`src/rtl/booth_mult_seq_pkg.sv`:
```
// Shared types for the sequential Booth multiplier: FSM state encoding and
// the iteration-counter width.
package mult_pkg;

  typedef enum logic [1:0] {IDLE, CALC, DONE} state_e;

  localparam int DEF_WIDTH = 16;
  localparam int CNT_W     = $clog2(DEF_WIDTH + 1);

  // Counter must represent 0..width inclusive
  function automatic int cnt_width(input int width);
    return $clog2(width + 1);
  endfunction

endpackage

```
`src/rtl/booth_mult_seq_if.sv`:
```
// Start/busy/done handshake and operand/product bus between the control
// unit (master) and the multiplier (slave).
interface booth_mult_seq_if #(parameter int WIDTH = 16);
  logic                   start;
  logic [WIDTH-1:0]       mcand;
  logic [WIDTH-1:0]       mplier;
  logic                   busy;
  logic                   done;
  logic [2*WIDTH-1:0]     prod;

  modport master (output start, mcand, mplier, input busy, done, prod);
  modport slave  (input start, mcand, mplier, output busy, done, prod);
endinterface

```
`src/rtl/booth_mult_seq_step.sv`:
```
// One radix-2 Booth iteration: add/sub/none on the upper field selected by
// P[1:0], followed by an arithmetic right shift of the whole register.
module booth_step #(
  parameter int WIDTH = 16
) (
  input  logic [2*WIDTH+1:0] p_i,
  input  logic [WIDTH:0]     mcand_i,
  output logic [2*WIDTH+1:0] p_o
);
  logic [WIDTH:0] u, u_n;

  always_comb begin
    u = p_i[2*WIDTH+1:WIDTH+1];
    case (p_i[1:0])
      2'b01:   u_n = u + mcand_i;
      2'b10:   u_n = u - mcand_i;
      default: u_n = u;
    endcase
    p_o = {u_n[WIDTH], u_n, p_i[WIDTH:1]};
  end
endmodule

```
`src/rtl/booth_mult_seq.sv`:
```
// Sequential signed WIDTH x WIDTH Booth multiplier: FSM, iteration counter,
// operand latch and product register around a single booth_step.
module booth_mult_seq
  import mult_pkg::*;
#(
  parameter int WIDTH = DEF_WIDTH
) (
  input logic             clk,
  input logic             rst,
  booth_mult_seq_if.slave bus
);
  localparam int CW = cnt_width(WIDTH);
  localparam int PW = 2*WIDTH + 2;

  state_e              state_q, state_d;
  logic [PW-1:0]       p_q, p_d, p_step;
  logic [WIDTH:0]      mc_q, mc_d;
  logic [CW-1:0]       cnt_q, cnt_d;
  logic [2*WIDTH-1:0]  prod_q, prod_d;
  logic                load, last, busy, done;

  // start is only honoured when no operation is in flight
  assign load = bus.start && (state_q == IDLE || state_q == DONE);
  assign last = (state_q == CALC) && (cnt_q == CW'(WIDTH-1));

  booth_step #(.WIDTH(WIDTH)) u_step (
    .p_i     (p_q),
    .mcand_i (mc_q),
    .p_o     (p_step)
  );

  always_ff @(posedge clk) begin
    if (rst) state_q <= IDLE;
    else     state_q <= state_d;
  end

  always_comb begin
    state_d = state_q;
    case (state_q)
      IDLE:    if (load) state_d = CALC;
      CALC:    if (last) state_d = DONE;
      DONE:    state_d = load ? CALC : IDLE;
      default: state_d = IDLE;
    endcase
  end

  always_comb begin
    busy = (state_q == CALC);
    done = (state_q == DONE);
  end

  always_comb begin
    p_d    = p_q;
    mc_d   = mc_q;
    cnt_d  = cnt_q;
    prod_d = prod_q;
    if (load) begin
      p_d   = {{(WIDTH+1){1'b0}}, bus.mplier, 1'b0};
      mc_d  = {bus.mcand[WIDTH-1], bus.mcand};
      cnt_d = '0;
    end else if (state_q == CALC) begin
      p_d   = p_step;
      cnt_d = cnt_q + CW'(1);
      // Product only becomes visible once the last iteration lands
      if (last) prod_d = p_step[2*WIDTH:1];
    end
  end

  always_ff @(posedge clk) begin
    if (rst) begin
      p_q    <= '0;
      mc_q   <= '0;
      cnt_q  <= '0;
      prod_q <= '0;
    end else begin
      p_q    <= p_d;
      mc_q   <= mc_d;
      cnt_q  <= cnt_d;
      prod_q <= prod_d;
    end
  end

  assign bus.busy = busy;
  assign bus.done = done;
  assign bus.prod = prod_q;

endmodule

```
`src/flat_wrapper.sv`:
```
// flat-port wrapper written by rule: the top's interface ports become plain ports
module booth_mult_seq_flat import mult_pkg::*;
#(
  parameter int WIDTH = DEF_WIDTH
)
  (clk, rst, bus_start, bus_mcand, bus_mplier, bus_busy, bus_done, bus_prod);
  booth_mult_seq_if #(.WIDTH(WIDTH)) bus_i ();
  input logic clk;
  input logic rst;
  input wire logic [$bits(bus_i.start)-1:0] bus_start;
  input wire logic [$bits(bus_i.mcand)-1:0] bus_mcand;
  input wire logic [$bits(bus_i.mplier)-1:0] bus_mplier;
  output wire logic [$bits(bus_i.busy)-1:0] bus_busy;
  output wire logic [$bits(bus_i.done)-1:0] bus_done;
  output wire logic [$bits(bus_i.prod)-1:0] bus_prod;
  assign bus_i.start = bus_start;
  assign bus_i.mcand = bus_mcand;
  assign bus_i.mplier = bus_mplier;
  assign bus_busy = bus_i.busy;
  assign bus_done = bus_i.done;
  assign bus_prod = bus_i.prod;
  booth_mult_seq #(.WIDTH(WIDTH)) u_core (.clk(clk), .rst(rst), .bus(bus_i));
endmodule
```
`config.mk`:
```
export PLATFORM = sky130hd
export DESIGN_NAME = booth_mult_seq_flat
export DESIGN_NICKNAME = d
export VERILOG_FILES = /design/src/rtl/booth_mult_seq_pkg.sv /design/src/rtl/booth_mult_seq_if.sv /design/src/rtl/booth_mult_seq_step.sv /design/src/rtl/booth_mult_seq.sv /design/src/flat_wrapper.sv
export SDC_FILE = /design/constraint.sdc
export NUM_CORES = 1
export LEC_CHECK = 0
export CAP_MARGIN = 20
export CELL_PAD_IN_SITES_DETAIL_PLACEMENT = 1
export CELL_PAD_IN_SITES_GLOBAL_PLACEMENT = 1
export CORE_ASPECT_RATIO = 0.8
export CORE_MARGIN = 1.5
export CORE_UTILIZATION = 43
export CTS_CLUSTER_SIZE = 25
export DETAILED_ROUTE_END_ITERATION = 16
export GPL_ROUTABILITY_DRIVEN = 0
export PLACE_DENSITY = 0.87
export REMOVE_ABC_BUFFERS = 1
export SYNTH_ARGS = -nofsm -noshare
export SYNTH_HDL_FRONTEND = slang
export SYNTH_SLANG_ARGS = --single-unit
```
`constraint.sdc`:
```
create_clock -name clk -period 8.5 [get_ports clk]
set_input_delay 2.125 -clock clk [delete_from_list [all_inputs] [get_ports clk]]
set_output_delay 2.125 -clock clk [all_outputs]
set_load 0.01 [all_outputs]
```
==> out/metrics.cfg, run 1 <==
[detailed_routing]
drt_iter0_markers = 319
finalWirelength_um = 13500
drc = 0
drt-pass1-iter-count = 5
wl_per_cell_um = 17.4
drtAntennaViolNets = 0
via_per_inst = 5.68
vias = 4402

[timing]
slew_violations = 0
fmaxAchievable_mhz = 254
tightest_slew_ns = 1.09
rsz0062_at_grt = false
finalCriticalPeriod_ns = 3.94
hold_viol = 0
relSlewSlack_pct = 27.2
setup_tns_ns = 0
fin_skew_ns = 0.00715
post-route-period-util_pct = 46.4
setup_viol = 0

[logic_synthesis]
synth_seq_cells = 88
synthArstFlopShare_pct = 0
synth_cells = 583
ys_seq_area_share_pct = 38.7
synth_area_per_cell_um2 = 7.80
ys_types = 56
syn_area_mm2 = 0.00455
synthFlopType = dfxtp_1
synth_edf_count = 0
ys_warn_count = 0

[placement]
post-place-cells = 758
placed_area_mm2 = 0.00529
place_hpwl_um = 9130
port_buffers = 68

[floorplanning]
initial_core_util_pct = 44.2
core_area_mm2 = 0.0103
die-area_mm2 = 0.0112
num_io_pins = 69
die_y_um = 95.0
fp.dieW_um = 118
rows = 33

[cells_and_area]
mostFrequentLayoutCells = nand2_1, dfxtp_1, a21oi_1
n_antenna_cell = 0
area_growth_pct = 23.2
seqCellArea_mm2 = 0.00176
multi_input_area_mm2 = 0.00257
drive_above_1_share_pct = 5.35
finalNonFillerCells = 775
num-fill-cells = 1247
final_util_pct = 54.5
fin_area_mm2 = 0.00560
nNetsFinal = 686
final_common_cell = nand2_1

[outcome]
outcome = finished, final reports clean

[worst_setup_path]
critPathLaunch = u_core.mc_q[2]$_SDFFE_PP0P_
cp.required_ns = 8.71
arrival_ns = 4.15
cp-end-kind = register
reg2reg_from = u_core.mc_q[2]$_SDFFE_PP0P_
cp_max_fo = 10
crit_type = reg2reg
crit_path_start_kind = register

[clocking]
ctsHtreeMaxLevel = 3
cts_buffers = 9
cts_resized = 0
clock_insertion_delay_worst_skew_ns = 0.35
clock_path_buffers = 2
cts_tree = built
cts_hold_buf = 0
cts_setup_buffers = 0
ctsRootBufferMaster = clkbuf_16
clock-sinks = 88
path_clk_slew_ns = 0.07

[power_and_ir_drop]
total_power_mw = 1.11
leakagePower_nw = 1.98
p_per_area_mw_per_mm2 = 198
ir_drop_mv = 0.137

[job]
maxCapViolCount = 0

[min_path]
hold_start = u_core.bus.prod[12]$_SDFFE_PP0P_
hp-class = reg2reg

[global_routing]
first_global_vias = 4505
antenna_found_initial = 0
grt-ovfl-total = 0
grt_pass1_wl_um = 21900
grt_max_degree = 69
grt_use_total_pct = 24.5

## synth_stat cells (4+ instances only)
cell | count | share of area [%]
a211oi_1 | 16 | 2.6
a21oi_1 | 84 | 9.2
a22oi_1 | 16 | 2.6
a31oi_1 | 5 | 0.69
buf_1 | 5 | 0.41
clkbuf_1 | 30 | 2.5
dfxtp_1 | 88 | 39
ha_1 | 20 | 5.5
inv_1 | 20 | 1.7
mux2i_1 | 5 | 1.1
nand2_1 | 102 | 8.4
nand4_1 | 5 | 0.69
nor2_1 | 60 | 5.0
nor2b_1 | 4 | 0.55
nor3_1 | 15 | 1.7
o211ai_1 | 4 | 0.66
o21ai_0 | 17 | 1.9
o21ai_1 | 7 | 0.77
xnor2_1 | 21 | 4.0
xor2_1 | 4 | 0.77
## per-stage QoR
step	hold WS, ns	worst slack, ns
final	0.457	4.56
after global routing	0.483	4.25
after CTS	0.459	4.46
after detailed placement	0.449	4.22
after global placement	0.443	4.43
after floorplan	0.436	4.37
## layout make-up
cell class / count / share of cell area [%]
tap: 140 / 3.13
multi-input combinational: 437 / 45.8
clock buffer: 10 / 4.27
sequential: 88 / 31.5
timing repair buffer: 73 / 12.7
inverter: 21 / 1.41
clock inverter: 6 / 1.16
## registers in the layout, summed over array words and instances (netlist names)
signal           flops
u_core.cnt_q         5
u_core.mc_q         16
u_core.state_q       2
u_core.bus.prod     32
u_core.p_q          33
## cells by family after synthesis
family / after synthesis / synth area share [%]
DFF: 88 / 38.7
and+or+nand+nor: 214 / 21.3
buffers and inverters: 58 / 4.84
xor gates and xnor gates: 25 / 4.82
adders and majority gates: 21 / 5.94
muxes: 5 / 1.10
AOI/OAI and AO/OA: 172 / 23.3
## metal layers
layer  wire (um)  GRT usage, %  part of all wire (%)  up-vias
met2        6780          44.0                    50       95
met5           0             0                     0        -
li1            -             -                     -     2132
met3         564          5.01                   4.2       22
met4         231          7.83                   1.7        0
met1        5910          29.9                    44     2153
## worst paths after layout
| check | cells past startpoint | to | slack, ns |
|---|---|---|---|
| hold reg to reg | 2 | u_core.bus.prod[12]$_SDFFE_PP0P_ | 0.46 |
| setup / recovery | 12 | u_core.p_q[32]$_SDFFE_PP0P_ | 4.56 |
| hold / removal | 2 | u_core.bus.prod[12]$_SDFFE_PP0P_ | 0.46 |
| setup reg to reg | 12 | u_core.p_q[32]$_SDFFE_PP0P_ | 4.56 |
## critical path, cell delays in order (launching register included)
cell	delay, ns
dfxtp_1	0.37
nor2_1	0.22
nor4b_1	0.72
a21oi_1	0.17
xnor2_1	0.19
ha_1	0.46
nand4_1	0.19
nor3_1	0.47
o211ai_1	0.18
a311o_1	0.35
a31oi_1	0.26
xnor2_1	0.16
nor2_1	0.07
## power breakdown
group / internal, mW / switching (mW)
registers: 0.428 / 0.0172
logic: 0.103 / 0.159
clock network: 0.237 / 0.168
Note: power is estimated with default switching activity, not from simulation.
==> run 2: changes to the inputs <==
--- a/config.mk
+++ b/config.mk
@@ -10,11 +10,11 @@
 export CELL_PAD_IN_SITES_GLOBAL_PLACEMENT = 1
 export CORE_ASPECT_RATIO = 0.8
 export CORE_MARGIN = 1.5
-export CORE_UTILIZATION = 43
+export CORE_UTILIZATION = 40
 export CTS_CLUSTER_SIZE = 25
 export DETAILED_ROUTE_END_ITERATION = 16
 export GPL_ROUTABILITY_DRIVEN = 0
-export PLACE_DENSITY = 0.87
+export PLACE_DENSITY = 0.82
 export REMOVE_ABC_BUFFERS = 1
 export SYNTH_ARGS = -nofsm -noshare
 export SYNTH_HDL_FRONTEND = slang
==> constraint.sdc (replaced) <==
create_clock -name clk -period 4 [get_ports clk]
set_input_delay 1 -clock clk [delete_from_list [all_inputs] [get_ports clk]]
set_output_delay 1 -clock clk [all_outputs]
set_load 0.01 [all_outputs]
==> out/metrics.cfg, run 2 (synthesis results as in run 1) <==
[clocking]
cts_resized = 0  ; unchanged
ctsHtreeMaxLevel = 3  ; unchanged
cts_buffers = 9  ; unchanged
path_clk_slew_ns = 0.06  ; about the same
clock_insertion_delay_worst_skew_ns = 0.35  ; about the same
cts_setup_buffers = 0  ; unchanged
clock-sinks = 88  ; unchanged
cts_hold_buf = 0  ; unchanged
ctsRootBufferMaster = clkbuf_16
cts_tree = built
clock_path_buffers = 2  ; unchanged

[global_routing]
first_global_vias = 4615  ; +2.4%
grt-ovfl-total = 0  ; unchanged
met2_usage_pct = 42.1  ; -1.8 points
met1_usage_pct = 28.5  ; -1.3 points
antenna_found_initial = 0  ; unchanged
grtUsageMet3_pct = 4.56  ; -0.46 points
grt_use_total_pct = 23.6  ; -0.95 points
grt_pass1_wl_um = 22300  ; +1.8%
grt_max_degree = 32  ; -54%
grt_busiest_layer = met2

[floorplanning]
core_area_mm2 = 0.0110  ; +6.8%
die-area_mm2 = 0.0120  ; +7.3%
initial_core_util_pct = 41.4  ; -2.8 points
fp.dieW_um = 122  ; +3.6%
die_y_um = 98.4  ; +3.6%
num_io_pins = 69  ; unchanged
rows = 34  ; +3.0%

[detailed_routing]
drc = 0  ; unchanged
via_per_inst = 5.54  ; -2.5%
drt_iter0_markers = 246  ; -23%
wl_per_cell_um = 17.3  ; -0.58%
drtAntennaViolNets = 0  ; unchanged
finalWirelength_um = 13600  ; +0.70%
drt-pass1-iter-count = 4  ; -1
vias = 4346  ; -1.3%

[worst_setup_path]
reg2reg_from = u_core.p_q[1]$_SDFFE_PP0P_
cp-end-kind = register
arrival_ns = 3.77  ; -0.38 ns
reg2reg_depth = 10  ; -2
crit_path_start_kind = register
cp_max_fo = 17  ; +7
cp.required_ns = 4.26  ; -4.45 ns
critPathLaunch = u_core.p_q[1]$_SDFFE_PP0P_
crit_type = reg2reg

[timing]
relSlewSlack_pct = 50.0  ; +23 points
setup_tns_ns = 0  ; unchanged
post-route-period-util_pct = 87.7  ; +41 points
rsz0062_at_grt = false
hold_viol = 0  ; unchanged
tightest_slew_ns = 0.750  ; -0.342 ns
fin_skew_ns = 0.00584  ; -0.00131 ns
fmaxAchievable_mhz = 285  ; +12%
setup_viol = 0  ; unchanged
slew_violations = 0  ; unchanged
finalCriticalPeriod_ns = 3.51  ; -0.434 ns

[cells_and_area]
top_register = u_core.p_q
final_util_pct = 51.6  ; -2.9 points
mostFrequentLayoutCells = nand2_1, dfxtp_1, a21oi_1
largest_reg_flops = 33  ; unchanged
drive_above_1_share_pct = 6.24  ; +0.89 points
final_common_cell = nand2_1
area_growth_pct = 24.5
n_antenna_cell = 0  ; unchanged
nNetsFinal = 692  ; +0.87%

[placement]
port_buffers = 68  ; unchanged
place_hpwl_um = 9730  ; +6.5%

[power_and_ir_drop]
total_power_mw = 2.37  ; +110%
leakagePower_nw = 2.01  ; +1.5%
ir_drop_mv = 0.238  ; +74%
p_per_area_mw_per_mm2 = 419  ; +110%

[min_path]
hold_start = u_core.bus.prod[3]$_SDFFE_PP0P_
min_path_cells = 2  ; unchanged
hp-class = reg2reg

[job]
maxCapViolCount = 0  ; unchanged

[outcome]
outcome = finished, final reports clean

==> run 2: metrics by stage <==
step                setup WS, ns  hold WS [ns]  instances  cell area (um^2)
floorplan                  0.994         0.436        546              4410
global placement           0.645         0.443        768              5340
detailed placement         0.340         0.449        768              5340
CTS                        0.319         0.458        784              5650
global route               0.100         0.485        785              5660
finish                     0.491         0.457        785              5660
==> run 2: worst max-delay path: stages, from the launching register on <==
cell      delay [ns]
dfxtp_1         0.36
ha_1            0.56
mux2i_1         0.36
ha_1            0.28
nor2b_1         0.14
o211ai_1        0.23
a311oi_1        0.21
o41ai_2         0.67
o2111a_1        0.30
a21oi_1         0.06
a311oi_1        0.25
==> run 2: metal layers <==
metal / share of wire [%] / vias to the layer above
met2: 50 / 72
met4: 1.3 / 0
li1: - / 2140
met3: 3.4 / 16
met5: 0 / -
met1: 45 / 2118
==> run 2: worst paths after layout <==
check	slack, ns	end
min reg2reg	0.46	u_core.bus.prod[3]$_SDFFE_PP0P_
min	0.46	u_core.bus.prod[3]$_SDFFE_PP0P_
max reg2reg	0.49	u_core.bus.prod[28]$_SDFFE_PP0P_
max	0.49	u_core.bus.prod[28]$_SDFFE_PP0P_
==> run 2: final cells by class <==
class | instances | area, um^2
clock buffer | 11 | 243
clock inverter | 5 | 63.8
fill | 1380 | 5310
inverter | 21 | 78.8
multi-input combinational | 437 | 2570
sequential | 88 | 1760
tap | 144 | 180
timing repair buffer | 79 | 762
==> run 2: where the power goes <==
group	internal, mW	switching [mW]	leakage [nW]
clock	0.507	0.368	0.147
combinational	0.223	0.326	1.15
sequential	0.909	0.0370	0.716
==> run 3: changes to the inputs <==
--- a/config.mk
+++ b/config.mk
@@ -11,7 +11,7 @@
 export CORE_ASPECT_RATIO = 0.8
 export CORE_MARGIN = 1.5
 export CORE_UTILIZATION = 40
-export CTS_CLUSTER_SIZE = 25
+export CTS_CLUSTER_SIZE = 40
 export DETAILED_ROUTE_END_ITERATION = 16
 export GPL_ROUTABILITY_DRIVEN = 0
 export PLACE_DENSITY = 0.82
==> results of run 3 <==
The final DEF is identical to that of run 2; final timing and power are the same.
